### src/rtl/vga_pkg.sv
// Shared frame geometry, pixel widths, FSM state type and colour constants for
// the blocks that drive the VGA adapter plot port.
package vga_pkg;

  localparam int SCREEN_W = 160;
  localparam int SCREEN_H = 120;
  localparam int X_W      = 8;
  localparam int Y_W      = 7;
  localparam int COL_W    = 3;
  localparam int XS_W     = X_W + 1;
  localparam int YS_W     = Y_W + 1;

  typedef enum logic [0:0] {
    IDLE = 1'b0,
    DRAW = 1'b1
  } state_e;

  localparam logic [COL_W-1:0] BLACK = 3'b000;
  localparam logic [COL_W-1:0] RED   = 3'b100;

  function automatic logic in_frame(input logic [XS_W-1:0] sx, input logic [YS_W-1:0] sy);
    return (sx < XS_W'(SCREEN_W)) && (sy < YS_W'(SCREEN_H));
  endfunction

endpackage

### src/rtl/rect_raster.sv
// Walks one latched rectangle row-major, one position per clock, and registers
// the pixel (position, colour, edge/clip-qualified plot) for the adapter.
module rect_raster
  import vga_pkg::*;
#(
  parameter int SZ_W = 4
) (
  input  logic             clock,
  input  logic             resetn,
  input  logic             start,
  input  logic [X_W-1:0]   start_x,
  input  logic [Y_W-1:0]   start_y,
  input  logic [SZ_W-1:0]  start_w,
  input  logic [SZ_W-1:0]  start_h,
  input  logic [COL_W-1:0] start_colour,
  input  logic             start_fill,
  output logic             last,
  output logic [X_W-1:0]   x,
  output logic [Y_W-1:0]   y,
  output logic [COL_W-1:0] colour,
  output logic             plot
);

  logic             active_q, active_d;
  logic [X_W-1:0]   ox_q, ox_d;
  logic [Y_W-1:0]   oy_q, oy_d;
  logic [SZ_W-1:0]  w_q, w_d, h_q, h_d, cx_q, cx_d, cy_q, cy_d;
  logic [COL_W-1:0] col_q, col_d, colour_q, colour_d;
  logic             fill_q, fill_d, plot_q, plot_d;
  logic [X_W-1:0]   x_q, x_d;
  logic [Y_W-1:0]   y_q, y_d;
  logic [XS_W-1:0]  sum_x_s;
  logic [YS_W-1:0]  sum_y_s;
  logic             visible_s;

  // cx/cy name the position on the outputs now; the pixel registered here is
  // the one for the position that will be current next cycle.
  always_comb begin
    active_d = active_q;
    ox_d     = ox_q;
    oy_d     = oy_q;
    w_d      = w_q;
    h_d      = h_q;
    col_d    = col_q;
    fill_d   = fill_q;
    cx_d     = cx_q;
    cy_d     = cy_q;
    last     = active_q && (cx_q == w_q) && (cy_q == h_q);
    if (start) begin
      active_d = 1'b1;
      ox_d     = start_x;
      oy_d     = start_y;
      w_d      = start_w;
      h_d      = start_h;
      col_d    = start_colour;
      fill_d   = start_fill;
      cx_d     = '0;
      cy_d     = '0;
    end else if (last) begin
      active_d = 1'b0;
      cx_d     = '0;
      cy_d     = '0;
    end else if (active_q && (cx_q == w_q)) begin
      cx_d = '0;
      cy_d = cy_q + SZ_W'(1);
    end else if (active_q) begin
      cx_d = cx_q + SZ_W'(1);
    end else begin
      active_d = 1'b0;
    end
    sum_x_s   = XS_W'(ox_d) + XS_W'(cx_d);
    sum_y_s   = YS_W'(oy_d) + YS_W'(cy_d);
    visible_s = fill_d || (cx_d == '0) || (cx_d == w_d) || (cy_d == '0) || (cy_d == h_d);
    x_d       = active_d ? sum_x_s[X_W-1:0] : '0;
    y_d       = active_d ? sum_y_s[Y_W-1:0] : '0;
    colour_d  = active_d ? col_d : BLACK;
    plot_d    = active_d && visible_s && in_frame(sum_x_s, sum_y_s);
  end

  always_ff @(posedge clock or negedge resetn) begin
    if (!resetn) begin
      active_q <= 1'b0;
      ox_q     <= '0;
      oy_q     <= '0;
      w_q      <= '0;
      h_q      <= '0;
      col_q    <= '0;
      fill_q   <= 1'b0;
      cx_q     <= '0;
      cy_q     <= '0;
      x_q      <= '0;
      y_q      <= '0;
      colour_q <= '0;
      plot_q   <= 1'b0;
    end else begin
      active_q <= active_d;
      ox_q     <= ox_d;
      oy_q     <= oy_d;
      w_q      <= w_d;
      h_q      <= h_d;
      col_q    <= col_d;
      fill_q   <= fill_d;
      cx_q     <= cx_d;
      cy_q     <= cy_d;
      x_q      <= x_d;
      y_q      <= y_d;
      colour_q <= colour_d;
      plot_q   <= plot_d;
    end
  end

  assign x      = x_q;
  assign y      = y_q;
  assign colour = colour_q;
  assign plot   = plot_q;

endmodule

### src/rtl/draw_scheduler.sv
// Round-robin arbiter that hands the single VGA plot port to one rectangle
// client at a time and lets rect_raster draw its command.
module draw_scheduler
  import vga_pkg::*;
#(
  parameter int NUM_REQ = 4,
  parameter int SZ_W    = 4,
  localparam int ID_W   = (NUM_REQ > 1) ? $clog2(NUM_REQ) : 1,
  localparam int IDX_W  = ID_W + 1
) (
  input  logic                    clock,
  input  logic                    resetn,
  input  logic [NUM_REQ-1:0]      req_valid,
  output logic [NUM_REQ-1:0]      req_ready,
  input  logic [NUM_REQ*8-1:0]    req_x,
  input  logic [NUM_REQ*7-1:0]    req_y,
  input  logic [NUM_REQ*SZ_W-1:0] req_w,
  input  logic [NUM_REQ*SZ_W-1:0] req_h,
  input  logic [NUM_REQ*3-1:0]    req_colour,
  input  logic [NUM_REQ-1:0]      req_fill,
  output logic [X_W-1:0]          x,
  output logic [Y_W-1:0]          y,
  output logic [COL_W-1:0]        colour,
  output logic                    plot,
  output logic                    busy,
  output logic [ID_W-1:0]         grant_id
);

  state_e            state_q, state_d;
  logic [ID_W-1:0]   rr_ptr_q, rr_ptr_d, grant_id_q, grant_id_d, winner_s;
  logic              busy_q, busy_d;
  logic              found_s, handshake_s, raster_last_s;
  logic [IDX_W-1:0]  idx_sum_s;
  logic [ID_W-1:0]   idx_s;

  // First valid client at or after rr_ptr, wrapping modulo NUM_REQ.
  always_comb begin
    found_s   = 1'b0;
    winner_s  = '0;
    idx_sum_s = '0;
    idx_s     = '0;
    for (int k = 0; k < NUM_REQ; k++) begin
      idx_sum_s = {1'b0, rr_ptr_q} + IDX_W'(k);
      if (idx_sum_s >= IDX_W'(NUM_REQ)) begin
        idx_sum_s = idx_sum_s - IDX_W'(NUM_REQ);
      end else begin
        idx_sum_s = idx_sum_s;
      end
      idx_s = idx_sum_s[ID_W-1:0];
      if (!found_s && req_valid[idx_s]) begin
        found_s  = 1'b1;
        winner_s = idx_s;
      end else begin
        found_s  = found_s;
      end
    end
  end

  assign handshake_s = resetn && (state_q == IDLE) && found_s;
  assign req_ready   = handshake_s ? (NUM_REQ'(1) << winner_s) : '0;

  always_comb begin
    state_d    = state_q;
    rr_ptr_d   = rr_ptr_q;
    grant_id_d = grant_id_q;
    case (state_q)
      IDLE: begin
        if (handshake_s) begin
          state_d    = DRAW;
          rr_ptr_d   = (winner_s == ID_W'(NUM_REQ - 1)) ? '0 : winner_s + ID_W'(1);
          grant_id_d = winner_s;
        end else begin
          state_d = IDLE;
        end
      end
      DRAW: begin
        if (raster_last_s) begin
          state_d = IDLE;
        end else begin
          state_d = DRAW;
        end
      end
      default: state_d = IDLE;
    endcase
    busy_d = (state_d == DRAW);
  end

  always_ff @(posedge clock or negedge resetn) begin
    if (!resetn) begin
      state_q    <= IDLE;
      rr_ptr_q   <= '0;
      grant_id_q <= '0;
      busy_q     <= 1'b0;
    end else begin
      state_q    <= state_d;
      rr_ptr_q   <= rr_ptr_d;
      grant_id_q <= grant_id_d;
      busy_q     <= busy_d;
    end
  end

  rect_raster #(.SZ_W(SZ_W)) u_raster (
    .clock        (clock),
    .resetn       (resetn),
    .start        (handshake_s),
    .start_x      (req_x[int'(winner_s)*X_W +: X_W]),
    .start_y      (req_y[int'(winner_s)*Y_W +: Y_W]),
    .start_w      (req_w[int'(winner_s)*SZ_W +: SZ_W]),
    .start_h      (req_h[int'(winner_s)*SZ_W +: SZ_W]),
    .start_colour (req_colour[int'(winner_s)*COL_W +: COL_W]),
    .start_fill   (req_fill[winner_s]),
    .last         (raster_last_s),
    .x            (x),
    .y            (y),
    .colour       (colour),
    .plot         (plot)
  );

  assign busy     = busy_q;
  assign grant_id = grant_id_q;

endmodule
### config.mk
export PLATFORM = sky130hd
export DESIGN_NAME = draw_scheduler
export DESIGN_NICKNAME = d
export VERILOG_FILES = /design/src/rtl/vga_pkg.sv /design/src/rtl/rect_raster.sv /design/src/rtl/draw_scheduler.sv
export SDC_FILE = /design/constraint.sdc
export NUM_CORES = 1
export LEC_CHECK = 0
export CORE_AREA = 2 2 101 103
export DETAILED_ROUTE_END_ITERATION = 16
export DIE_AREA = 0 0 103 105
export PLACE_DENSITY_LB_ADDON = 0.25
export SKIP_LAST_GASP = 1
export SLEW_MARGIN = 20
export SYNTH_ARGS = -nofsm -noshare
export SYNTH_HDL_FRONTEND = slang
export SYNTH_SLANG_ARGS = --single-unit
### constraint.sdc
create_clock -name clock -period 4.7 [get_ports clock]
set_clock_uncertainty 0.05 [all_clocks]
set_input_delay 0.705 -clock clock [delete_from_list [all_inputs] [get_ports clock]]
set_output_delay 0.705 -clock clock [all_outputs]
set_load 0.03 [all_outputs]
==> results by group <==
Outcome
  – Outcome: finished clean

Timing
  – Slew Limit Fails: 0
  – Fmax: 230.1 MHz
  – Setup violators final: 0
  – Final Hold Viols: 0
  – Least-Margin Pin Slew: 0.7544 ns
  – Setup_tns: 0 ns
  – Unrepaired setup endpoints after global routing: no
  – Headroom to the max-slew limit: 49.37%
  – Tcrit/Tclk final: 92.47%
  – Min Tclk post-route: 4.346 ns

Layout
  – # diodes: 0
  – Layout area overhead: 42.76%
  – Most frequent cells in the layout: 136 x clkdlybuf4s50_1, 132 x nand2_1, 60 x dfrtp_1
  – Commonest non-fill, non-tap cell in the layout: clkdlybuf4s50_1
  – Register Area: 0.001501 mm2
  – Finished Layout Cells: 789
  – Multi-input gate area: 0.002552 mm2
  – Fillers: 861
  – Share of layout cells above drive strength 1: 8.537%
  – Nets: 782

Power and ir drop
  – Lkg Pwr: 2.658 nW
  – Net switching power: 1.730 mW
  – Combinational share of power: 60.7%
  – Clock Power Share: 14.9%
  – Power per Cell Area: 634.5 mW/mm2
  – Sequential group share of total power: 24.5%
  – Switch share: 45.08%
  – Int Power: 2.108 mW
  – Peak supply drop: 0.0002324 V

Synthesis
  – Sequential element share of the synthesized area: 35.44%
  – Syn Area/Cell: 8.226 um2
  – Ys async rst share: 100.0%
  – Synthesized Nets: 645
  – Netlist cell types: 68
  – Mapped Cells: 515
  – Post-synth EDFFs: 0
  – Yosys warning count: 0
  – Synth Cell Area: 0.004237 mm2
  – Most used DFF post-synth: dfrtp_1
  – FF+latch count, synth: 60

GRT
  – First-pass GRT wire length: 20090 um
  – Initial antenna violation count: 0
  – Tot GR Track Use: 23.62%
  – Vias in the first global route: 4173
  – Largest net degree at the start of global routing: 61
  – Congestion Overflow GR: 0

Floorplanning
  – Site row count: 36
  – Die area: 0.01082 mm2
  – I/O pins: 140
  – DIE WIDTH: 103 um
  – Core footprint: 0.009639 mm2
  – Die height: 105 um
  – Initial core utilization: 43.95%

Job
  – MaxCap Viol Count: 0

Clock tree
  – Clk Latency, worst-skew pair: 0.34 ns
  – Post-CTS setup buffers: 0
  – Clock sinks: 60
  – CTS resizes: 0
  – CTS Hold Buffers Added: 0
  – CTS root buffer: clkbuf_8
  – CTS tree: yes
  – CTS Buffer Depth: 2
  – H-tree level count: 3
  – Clk pin slew, worst setup/hold paths: 0.07 ns
  – TritonCTS Buffers: 9

Route
  – Drt wl/cell: 15.88 um
  – Drt pass-1 iters: 5
  – Drt total wl: 12530 um
  – # DRC: 0
  – Routed vias/inst: 5.417
  – Post-DRT Antenna Nets: 0
  – Via count: 4274
  – DRT iter0 DRCs: 272

Placed design
  – PortBufs: 139
  – Dpl cells: 774
  – GP Congestion: 0.8894
  – Dpl hpwl: 9488 um

Critical path
  – RR Startpoint: rr_ptr_q[1]
  – Reg2Reg Setup Slack: 0.71 ns
  – Setup CP Type: input port to register
  – Crit. Startpoint: req_valid[2]
  – Reg2reg end: u_raster.plot
  – Critical Path Sink: u_raster.plot
  – CP required: 4.89 ns
  – Startpoint types: input port
  – Setup crit end kind: register
  – Worst R2R Path Depth: 16
  – Crit path max fanout: 27
  – Crit path DAT: 4.54 ns

Hold path
  – Worst hold path class: register to register
synth_stat cells (10+ instances only):
| library cell | n | area share [%] |
|---|---|---|
| nand2_1 | 132 | 12 |
| dfrtp_1 | 60 | 35 |
| o21ai_0 | 32 | 3.8 |
| nand3_1 | 27 | 3.2 |
| nor2_1 | 25 | 2.2 |
| xnor2_1 | 18 | 3.7 |
| a21oi_1 | 17 | 2.0 |
| clkbuf_1 | 15 | 1.3 |
| ha_1 | 14 | 4.1 |
| nor3_1 | 11 | 1.3 |
| buf_2 | 10 | 1.2 |
| nand4_1 | 10 | 1.5 |
sequential cells by signal, summed over array words and instances, names as in the netlist, 2 cells and up:
name and flops:
u_raster.cx_q 4, u_raster.h_q 4, u_raster.colour 3, u_raster.y 7
grant_id 2, u_raster.ox_q 8, u_raster.col_q 3, u_raster.oy_q 7
u_raster.cy_q 4, rr_ptr_q 2, u_raster.w_q 4, u_raster.x 8
routing by layer:
layer | part of all wire, % | global-route usage [%] | up-vias | routed length (um)
met4 | 2.0 | 8.271 | 0 | 248
met1 | 43 | 32.07 | 1983 | 5420
met2 | 47 | 37.29 | 180 | 5900
met3 | 7.6 | 4.615 | 22 | 958
li1 | - | - | 2089 | -
met5 | 0 | 0 | - | 0
critical path, stage by stage:
cell and delay [ns]:
clkdlybuf4s50_1 0.50, mux2i_1 0.11, nor2_2 0.43, nor3_4 0.14
inv_2 0.36, nand2_1 0.10, nand3_1 0.08, o21ai_0 0.08
o21ai_0 0.27, ha_1 0.30, a211oi_1 0.25, o21bai_1 0.15
or4_1 0.42, and4_1 0.24, o211ai_2 0.08, a21oi_1 0.09
nor4_2 0.22
worst min-delay path by stage:
stage,start,end,slack [ns],cells after the start
global placement,u_raster.col_q[2],u_raster.col_q[2],0.40,2
floorplan,resetn,busy,0.36,0
finish,u_raster.col_q[0],u_raster.col_q[0],0.43,2
detailed placement,u_raster.col_q[2],u_raster.col_q[2],0.41,2
global route,u_raster.col_q[0],u_raster.col_q[0],0.46,2
CTS,u_raster.col_q[0],u_raster.col_q[0],0.43,2
layout make-up:
cell class | count | area share (%)
multi-input cells | 412 | 42.20
repair buffers | 158 | 25.61
flip-flops and latches | 60 | 24.82
well taps | 133 | 2.751
clock buffers | 10 | 2.276
clock inverters | 5 | 1.655
inverters | 11 | 0.6827
metrics by stage:
stage                     util (%)  area [um2]  worst slack, ns  hold WS, ns  total power [mW]
after floorplan                  -        4237           0.4315       0.3594             2.518
after global placement       60.28        5811           0.2740       0.4041             3.162
after detailed placement     60.28        5811          0.09041       0.4116             3.249
after CTS                    62.75        6048           0.3943       0.4308             3.838
after global routing         62.75        6048          0.02217       0.4588             4.123
final                        62.75        6048           0.3537       0.4306             3.838
cells by family after synthesis:
kind of cell               synth area share (%)
adders and majority gates                 5.080
buffers and inverters                     4.371
muxes                                     2.451
and+or+nand+nor                           26.46
xor gates and xnor gates                  6.202
DFF                                       35.44
AOI/OAI and AO/OA                         19.99
power by group through the flow:
stage | combinational (mW) | clock (mW) | sequential (mW)
after floorplan | 1.47 | 0 | 1.05
after global placement | 2.23 | 0 | 0.934
after detailed placement | 2.31 | 0 | 0.943
after CTS | 2.33 | 0.576 | 0.936
after global routing | 2.56 | 0.597 | 0.965
final | 2.33 | 0.570 | 0.939
(Power assumes the default switching activity.)
